===== src/rtl/sitcp_tcp_session_ctrl.sv =====
// TCP session sequencer for the SiTCP core. It handles open with retry and backoff,
// close handshake with TX drain, and gates the user byte stream into the core TX FIFO.
module sitcp_tcp_session_ctrl #(
  parameter int unsigned RETRY_MS  = 100,
  parameter int unsigned MAX_RETRY = 8
) (
  input  logic       CLK,
  input  logic       RSTn,
  input  logic       TIM_1MS,
  input  logic       CONNECT,
  input  logic       SiTCP_RST,
  output logic       OPEN_REQ,
  input  logic       MAIN_OPEN_ACK,
  input  logic       TCP_OPEN_ERROR,
  input  logic       CLOSE_REQ,
  output logic       CLOSE_ACK,
  input  logic       US_TX_VALID,
  input  logic [7:0] US_TX_DATA,
  output logic       US_TX_READY,
  input  logic       TX_FULL,
  output logic       TX_WR,
  output logic [7:0] TX_DATA,
  output logic       SESSION_UP,
  output logic       RETRY_EXHAUSTED,
  output logic [2:0] STATE
);

  typedef enum logic [2:0] {
    StIdle    = 3'd0,
    StOpening = 3'd1,
    StEstab   = 3'd2,
    StDrain   = 3'd3,
    StClosing = 3'd4,
    StBackoff = 3'd5,
    StFail    = 3'd6
  } state_e;

  localparam logic [16:0] RetryMsW  = 17'(RETRY_MS);
  localparam logic [7:0]  MaxRetryW = 8'(MAX_RETRY);

  state_e      state_q, state_d;
  logic [15:0] ms_cnt_q, ms_cnt_d;
  logic [7:0]  retry_cnt_q, retry_cnt_d, retry_inc;
  logic        open_req_q, open_req_d;
  logic        close_ack_q, session_up_q, retry_exh_q;
  logic        tx_wr_q;
  logic [7:0]  tx_data_q;
  logic        tx_hs;

  // Ready is gated by both resets so no byte is accepted only to be discarded by the clear.
  assign US_TX_READY = RSTn & ~SiTCP_RST & (state_q == StEstab) & ~TX_FULL;
  assign tx_hs       = US_TX_VALID & US_TX_READY;

  assign retry_inc = (retry_cnt_q == 8'hFF) ? 8'hFF : retry_cnt_q + 8'd1;

  always_comb begin
    state_d     = state_q;
    ms_cnt_d    = ms_cnt_q;
    retry_cnt_d = retry_cnt_q;
    case (state_q)
      StIdle: begin
        if (CONNECT) state_d = StOpening;
      end
      StOpening: begin
        if (MAIN_OPEN_ACK) begin
          state_d     = StEstab;
          retry_cnt_d = 8'd0;
        end else if (TCP_OPEN_ERROR) begin
          retry_cnt_d = retry_inc;
          if ((MAX_RETRY != 0) && (retry_inc == MaxRetryW)) begin
            state_d = StFail;
          end else begin
            state_d  = StBackoff;
            ms_cnt_d = 16'd0;
          end
        end else if (!CONNECT) begin
          state_d = StIdle;
        end
      end
      StEstab: begin
        if (CLOSE_REQ)           state_d = StDrain;
        else if (!MAIN_OPEN_ACK) state_d = StIdle;
      end
      StDrain: begin
        state_d = StClosing;
      end
      StClosing: begin
        if (!CLOSE_REQ) state_d = StIdle;
      end
      StBackoff: begin
        if (!CONNECT) begin
          state_d     = StIdle;
          retry_cnt_d = 8'd0;
        end else if (TIM_1MS) begin
          if (({1'b0, ms_cnt_q} + 17'd1) == RetryMsW) state_d = StOpening;
          else                                        ms_cnt_d = ms_cnt_q + 16'd1;
        end
      end
      StFail: begin
        if (!CONNECT) begin
          state_d     = StIdle;
          retry_cnt_d = 8'd0;
        end
      end
      default: state_d = StIdle;
    endcase
  end

  // In ESTAB the request follows CONNECT so the user can signal a close by dropping it.
  assign open_req_d = (state_d == StOpening) | ((state_d == StEstab) & CONNECT);

  always_ff @(posedge CLK) begin
    if (!RSTn || SiTCP_RST) begin
      state_q      <= StIdle;
      ms_cnt_q     <= 16'd0;
      retry_cnt_q  <= 8'd0;
      open_req_q   <= 1'b0;
      close_ack_q  <= 1'b0;
      session_up_q <= 1'b0;
      retry_exh_q  <= 1'b0;
      tx_wr_q      <= 1'b0;
      tx_data_q    <= 8'd0;
    end else begin
      state_q      <= state_d;
      ms_cnt_q     <= ms_cnt_d;
      retry_cnt_q  <= retry_cnt_d;
      open_req_q   <= open_req_d;
      close_ack_q  <= (state_d == StClosing);
      session_up_q <= (state_d == StEstab);
      retry_exh_q  <= (state_d == StFail);
      tx_wr_q      <= tx_hs;
      if (tx_hs) tx_data_q <= US_TX_DATA;
    end
  end

  assign OPEN_REQ        = open_req_q;
  assign CLOSE_ACK       = close_ack_q;
  assign SESSION_UP      = session_up_q;
  assign RETRY_EXHAUSTED = retry_exh_q;
  assign TX_WR           = tx_wr_q;
  assign TX_DATA         = tx_data_q;
  assign STATE           = state_q;

endmodule


===== config.mk =====
export PLATFORM = sky130hd
export DESIGN_NAME = sitcp_tcp_session_ctrl
export DESIGN_NICKNAME = d
export VERILOG_FILES = /design/src/rtl/sitcp_tcp_session_ctrl.sv
export SDC_FILE = /design/constraint.sdc
export NUM_CORES = 1
export LEC_CHECK = 0
export CORE_ASPECT_RATIO = 1.1
export CORE_UTILIZATION = 40
export CTS_BUF_LIST = sky130_fd_sc_hd__clkbuf_8
export DETAILED_ROUTE_END_ITERATION = 12
export PLACE_DENSITY = 0.65
export SYNTH_ARGS = -nofsm -noshare
export SYNTH_HDL_FRONTEND = slang
export SYNTH_SLANG_ARGS = --single-unit

===== constraint.sdc =====
create_clock -name CLK -period 5.6 [get_ports CLK]
set_input_delay 0.84 -clock CLK [delete_from_list [all_inputs] [get_ports CLK]]
set_output_delay 0.84 -clock CLK [all_outputs]
set_load 0.05 [all_outputs]

==> impl_results.html <==
<table>
<tr><th>Metric</th><th>Value</th></tr>
<tr><th colspan="2">Setup path</th></tr>
<tr><td>Critical Path Fanout Max</td><td>19</td></tr>
<tr><td>Crit path from</td><td>SiTCP_RST</td></tr>
<tr><td>Worst reg-to-reg setup slack</td><td>2.63 ns</td></tr>
<tr><td>Critical register-to-register path startpoint</td><td>ms_cnt_q[0]</td></tr>
<tr><td>WS Path Type</td><td>in2out</td></tr>
<tr><td>Arrival time reported for the critical path endpoint</td><td>2.82 ns</td></tr>
<tr><td>End point of the critical path</td><td>US_TX_READY</td></tr>
<tr><td>CP endpoint kind</td><td>primary output</td></tr>
<tr><td>Worst r2r dst</td><td>ms_cnt_q[4]</td></tr>
<tr><td>Data required time of the critical path</td><td>4.76 ns</td></tr>
<tr><td>CP Launch Type</td><td>primary input</td></tr>
<tr><td>FF-to-FF path depth</td><td>8</td></tr>
<tr><th colspan="2">Pwr</th></tr>
<tr><td>Combinational cell fraction of total power</td><td>8.0%</td></tr>
<tr><td>P per Cell Area</td><td>186 mW/mm^2</td></tr>
<tr><td>Leakage power summed over all cells</td><td>0.947 nW</td></tr>
<tr><td>Switching part of the total power</td><td>23.7%</td></tr>
<tr><td>Reported net switching power</td><td>0.120 mW</td></tr>
<tr><td>Part of the total power dissipated in the clock network</td><td>35.4%</td></tr>
<tr><td>Int Power</td><td>0.387 mW</td></tr>
<tr><td>Reg power frac</td><td>56.6%</td></tr>
<tr><td>Worst ir drop on vdd</td><td>0.0923 mV</td></tr>
<tr><th colspan="2">Drt</th></tr>
<tr><td>Avg Vias per Cell</td><td>5.70</td></tr>
<tr><td>DRT iter0 DRCs</td><td>59</td></tr>
<tr><td>Routed vias</td><td>2177</td></tr>
<tr><td>Antenna viol nets, final</td><td>0</td></tr>
<tr><td>Total wirelength of the detailed-routed design</td><td>5190 microns</td></tr>
<tr><td>Average wire length per cell after detail routing</td><td>13.6 microns</td></tr>
<tr><td>DRC violations left</td><td>0</td></tr>
<tr><td>First-pass iteration count of the detailed router</td><td>4</td></tr>
<tr><th colspan="2">Clocking</th></tr>
<tr><td>Post-CTS setup buffer count</td><td>0</td></tr>
<tr><td>Number of hold buffers added after cts</td><td>0</td></tr>
<tr><td>Root buffer selected by CTS</td><td>sky130_fd_sc_hd__clkbuf_8</td></tr>
<tr><td>CTS tree</td><td>built</td></tr>
<tr><td>Insertion delay to the later sink of the worst-skew pair</td><td>0.29 ns</td></tr>
<tr><td>Deepest clock path buffer count</td><td>2</td></tr>
<tr><td>Post-CTS Resized</td><td>0</td></tr>
<tr><td>TritonCTS buffer count</td><td>5</td></tr>
<tr><td>Clock transition at path regs</td><td>0.08 ns</td></tr>
<tr><td>Clock H-tree levels</td><td>2</td></tr>
<tr><td>CTS sink count</td><td>40</td></tr>
<tr><th colspan="2">STA</th></tr>
<tr><td>Final cycle utilization of the critical path</td><td>65.4%</td></tr>
<tr><td>Total Neg Setup Slack</td><td>0 ns</td></tr>
<tr><td>Crit path setup slack, layout</td><td>1.94 ns</td></tr>
<tr><td>Maximum frequency from static timing analysis</td><td>273 MHz</td></tr>
<tr><td>Clock tree skew after final layout</td><td>0.00998 ns</td></tr>
<tr><td>Final Hold Vio Count</td><td>0</td></tr>
<tr><td>Max-slew violations</td><td>0</td></tr>
<tr><td>Relative max-transition margin</td><td>40.9%</td></tr>
<tr><td>Post-route minimum period</td><td>3.66 ns</td></tr>
<tr><td>RSZ-0062 raised after global routing</td><td>no</td></tr>
<tr><td>Setup violation total in the final timing report</td><td>0</td></tr>
<tr><td>Actual slew at the worst max-slew pin</td><td>0.883 ns</td></tr>
<tr><th colspan="2">Run status</th></tr>
<tr><td>Result of the run</td><td>finished, final reports clean</td></tr>
<tr><th colspan="2">Yosys</th></tr>
<tr><td>Library cell with the largest summed area after synthesis</td><td>sky130_fd_sc_hd__dfxtp_1</td></tr>
<tr><td>Cell area after synthesis</td><td>0.00231 sq mm</td></tr>
<tr><td>Proportion of synthesized chip area in sequential cells</td><td>34.6%</td></tr>
<tr><td>Post-synthesis instance total</td><td>286</td></tr>
<tr><td>Most frequently used cell type in the post-synthesis netlist</td><td>sky130_fd_sc_hd__dfxtp_1</td></tr>
<tr><td>Warnings, synthesis</td><td>0</td></tr>
<tr><td>Synthesized flop and latch total</td><td>40</td></tr>
<tr><td>Yosys cell types</td><td>48</td></tr>
<tr><td>Top cells by instance count after synthesis</td><td>40 x sky130_fd_sc_hd__dfxtp_1, 30 x sky130_fd_sc_hd__nand2_1, 21 x sky130_fd_sc_hd__nand3_1</td></tr>
<tr><td>Most used flip-flop cell after synthesis</td><td>sky130_fd_sc_hd__dfxtp_1</td></tr>
<tr><td>Synthesized Nets</td><td>306</td></tr>
<tr><td>Mean instance size in the synthesized netlist</td><td>8.09 sq um</td></tr>
<tr><td>Number of enable-type register cells in the synthesized netlist</td><td>0</td></tr>
<tr><td>Async SR Flop Fraction</td><td>0%</td></tr>
<tr><td>Top cell type's share of synthesized area</td><td>34.6%</td></tr>
<tr><td>Top post-synthesis cells by area</td><td>sky130_fd_sc_hd__dfxtp_1 35%, sky130_fd_sc_hd__nand2_1 4.9%, sky130_fd_sc_hd__nand3_1 4.5%</td></tr>
<tr><th colspan="2">Placement</th></tr>
<tr><td>Post-Place Cells</td><td>375</td></tr>
<tr><td>Half-perimeter wire length after placement</td><td>3640 microns</td></tr>
<tr><td>Setup WS pre-CTS</td><td>1.91 ns</td></tr>
<tr><td>Count of input and output buffers</td><td>34</td></tr>
<tr><td>GPL Wtd Cong</td><td>0.792</td></tr>
<tr><th colspan="2">Final layout</th></tr>
<tr><td>Post-layout net count</td><td>327</td></tr>
<tr><td>Post-route core utilization</td><td>50.0%</td></tr>
<tr><td>Count of inserted antenna diode cells</td><td>0</td></tr>
<tr><td>Non-filler instance count after layout</td><td>382</td></tr>
<tr><td>Fraction of final layout cells sized beyond drive strength 1</td><td>7.17%</td></tr>
<tr><td>Area growth from synthesis to layout</td><td>18.1%</td></tr>
<tr><td>Number of filler cells placed in the layout</td><td>554</td></tr>
<tr><th colspan="2">Floorplanning</th></tr>
<tr><td>Die X-Extent</td><td>74.5 microns</td></tr>
<tr><td>Std-Cell Core Area</td><td>0.00547 sq mm</td></tr>
<tr><td>Die outline area</td><td>0.00609 sq mm</td></tr>
<tr><td>Height of the die</td><td>81.8 microns</td></tr>
<tr><td>Site row count</td><td>28</td></tr>
<tr><td>Initial cell density of the core</td><td>42.3%</td></tr>
<tr><td>I/O pins</td><td>35</td></tr>
<tr><th colspan="2">Global route</th></tr>
<tr><td>Via count of the first global-routing pass</td><td>1911</td></tr>
<tr><td>Overall global routing resource usage</td><td>18.7%</td></tr>
<tr><td>GRT overflow</td><td>0</td></tr>
<tr><td>Global-route wire length before repair</td><td>8890 microns</td></tr>
<tr><td>Maximum number of pins on one net before global-route repair</td><td>22</td></tr>
<tr><td>Antenna violations before repair</td><td>0</td></tr>
<tr><th colspan="2">Worst hold path</th></tr>
<tr><td>Hold Crit Class</td><td>reg2reg</td></tr>
<tr><th colspan="2">Job</th></tr>
<tr><td>Max-capacitance violation count</td><td>0</td></tr>
</table>
[sequential cells by signal, indices dropped and copies added, names as in the netlist]
| name | cells |
|---|---|
| RETRY_EXHAUSTED | 1 |
| ms_cnt_q | 16 |
| SESSION_UP | 1 |
| CLOSE_ACK | 1 |
| OPEN_REQ | 1 |
| retry_cnt_q | 8 |
| STATE | 3 |
| TX_WR | 1 |
| TX_DATA | 8 |
[cells by family after synthesis]
logic type      Yosys count  synth area share (%)
simple gates            138                  33.3
xor+xnor                  4                  1.51
mux                       2                  1.14
flops                    40                  34.6
fa+ha+maj                 2                  1.08
compound gates           73                  22.6
buf+inv                  27                  5.73
[cell usage in the layout (no fill, tap or decap), drive strengths merged, types with 4 or more instances in the layout]
cell type,instances
a21oi,13
nor2,17
nor3,7
nand3,21
and4,5
nor2b,9
o21a,4
clkbuf,5
o31ai,4
nand2,30
clkdlybuf4s50,34
and3,9
a31o,9
nand4,17
inv,5
nand3b,4
o41ai,8
o21ai,21
dfxtp,40
nor4b,4
nor4,4
[power by group through the flow]
stage / Combinational [mW] / Sequential (mW) / Clock [mW]
floorplan: 0.0182 / 0.296 / 0
finish: 0.0407 / 0.287 / 0.180
global placement: 0.0408 / 0.294 / 0
CTS: 0.0410 / 0.287 / 0.186
global route: 0.0445 / 0.287 / 0.198
detailed placement: 0.0408 / 0.294 / 0
[worst max-delay path: stages]
cell and delay, ns:
sky130_fd_sc_hd__clkdlybuf4s50_1 0.42, sky130_fd_sc_hd__nand2b_1 0.15, sky130_fd_sc_hd__buf_4 0.20, sky130_fd_sc_hd__nor4_1 0.33, sky130_fd_sc_hd__clkdlybuf4s50_1 0.87
[final cells by class]
class / instances / area [sq um] / share of cell area [%]
clock buffer: 5 / 68.8 / 2.52
tap: 75 / 93.8 / 3.43
timing repair buffer: 37 / 363 / 13.3
multi-input combinational: 219 / 1380 / 50.6
inverter: 4 / 15.0 / 0.549
sequential: 40 / 801 / 29.3
clock inverter: 2 / 8.76 / 0.321
[metal layers]
metal	vias up	part of all wire [%]	GRT usage, %
met1	1015	46	23.7
met2	45	49	31.7
met5	-	0	0
met4	0	1.3	6.60
li1	1111	-	-
met3	6	3.6	3.31
[worst min-delay path by stage]
stage / cells after the start / end / start
after floorplan: 2 / retry_cnt_q[1] / retry_cnt_q[1]
after global placement: 2 / TX_DATA[1] / TX_DATA[1]
after detailed placement: 2 / TX_DATA[5] / TX_DATA[5]
after CTS: 2 / TX_DATA[1] / TX_DATA[1]
after global routing: 2 / TX_DATA[1] / TX_DATA[1]
final: 2 / TX_DATA[5] / TX_DATA[5]
[through the flow]
step / area, sq um / power (mW) / hold slack (ns)
after floorplan: 2310 / 0.315 / 0.460
after global placement: 2660 / 0.335 / 0.442
after detailed placement: 2660 / 0.335 / 0.447
after CTS: 2730 / 0.514 / 0.458
after global routing: 2730 / 0.530 / 0.489
final: 2730 / 0.508 / 0.453
Power figures use the tool's default switching activity.
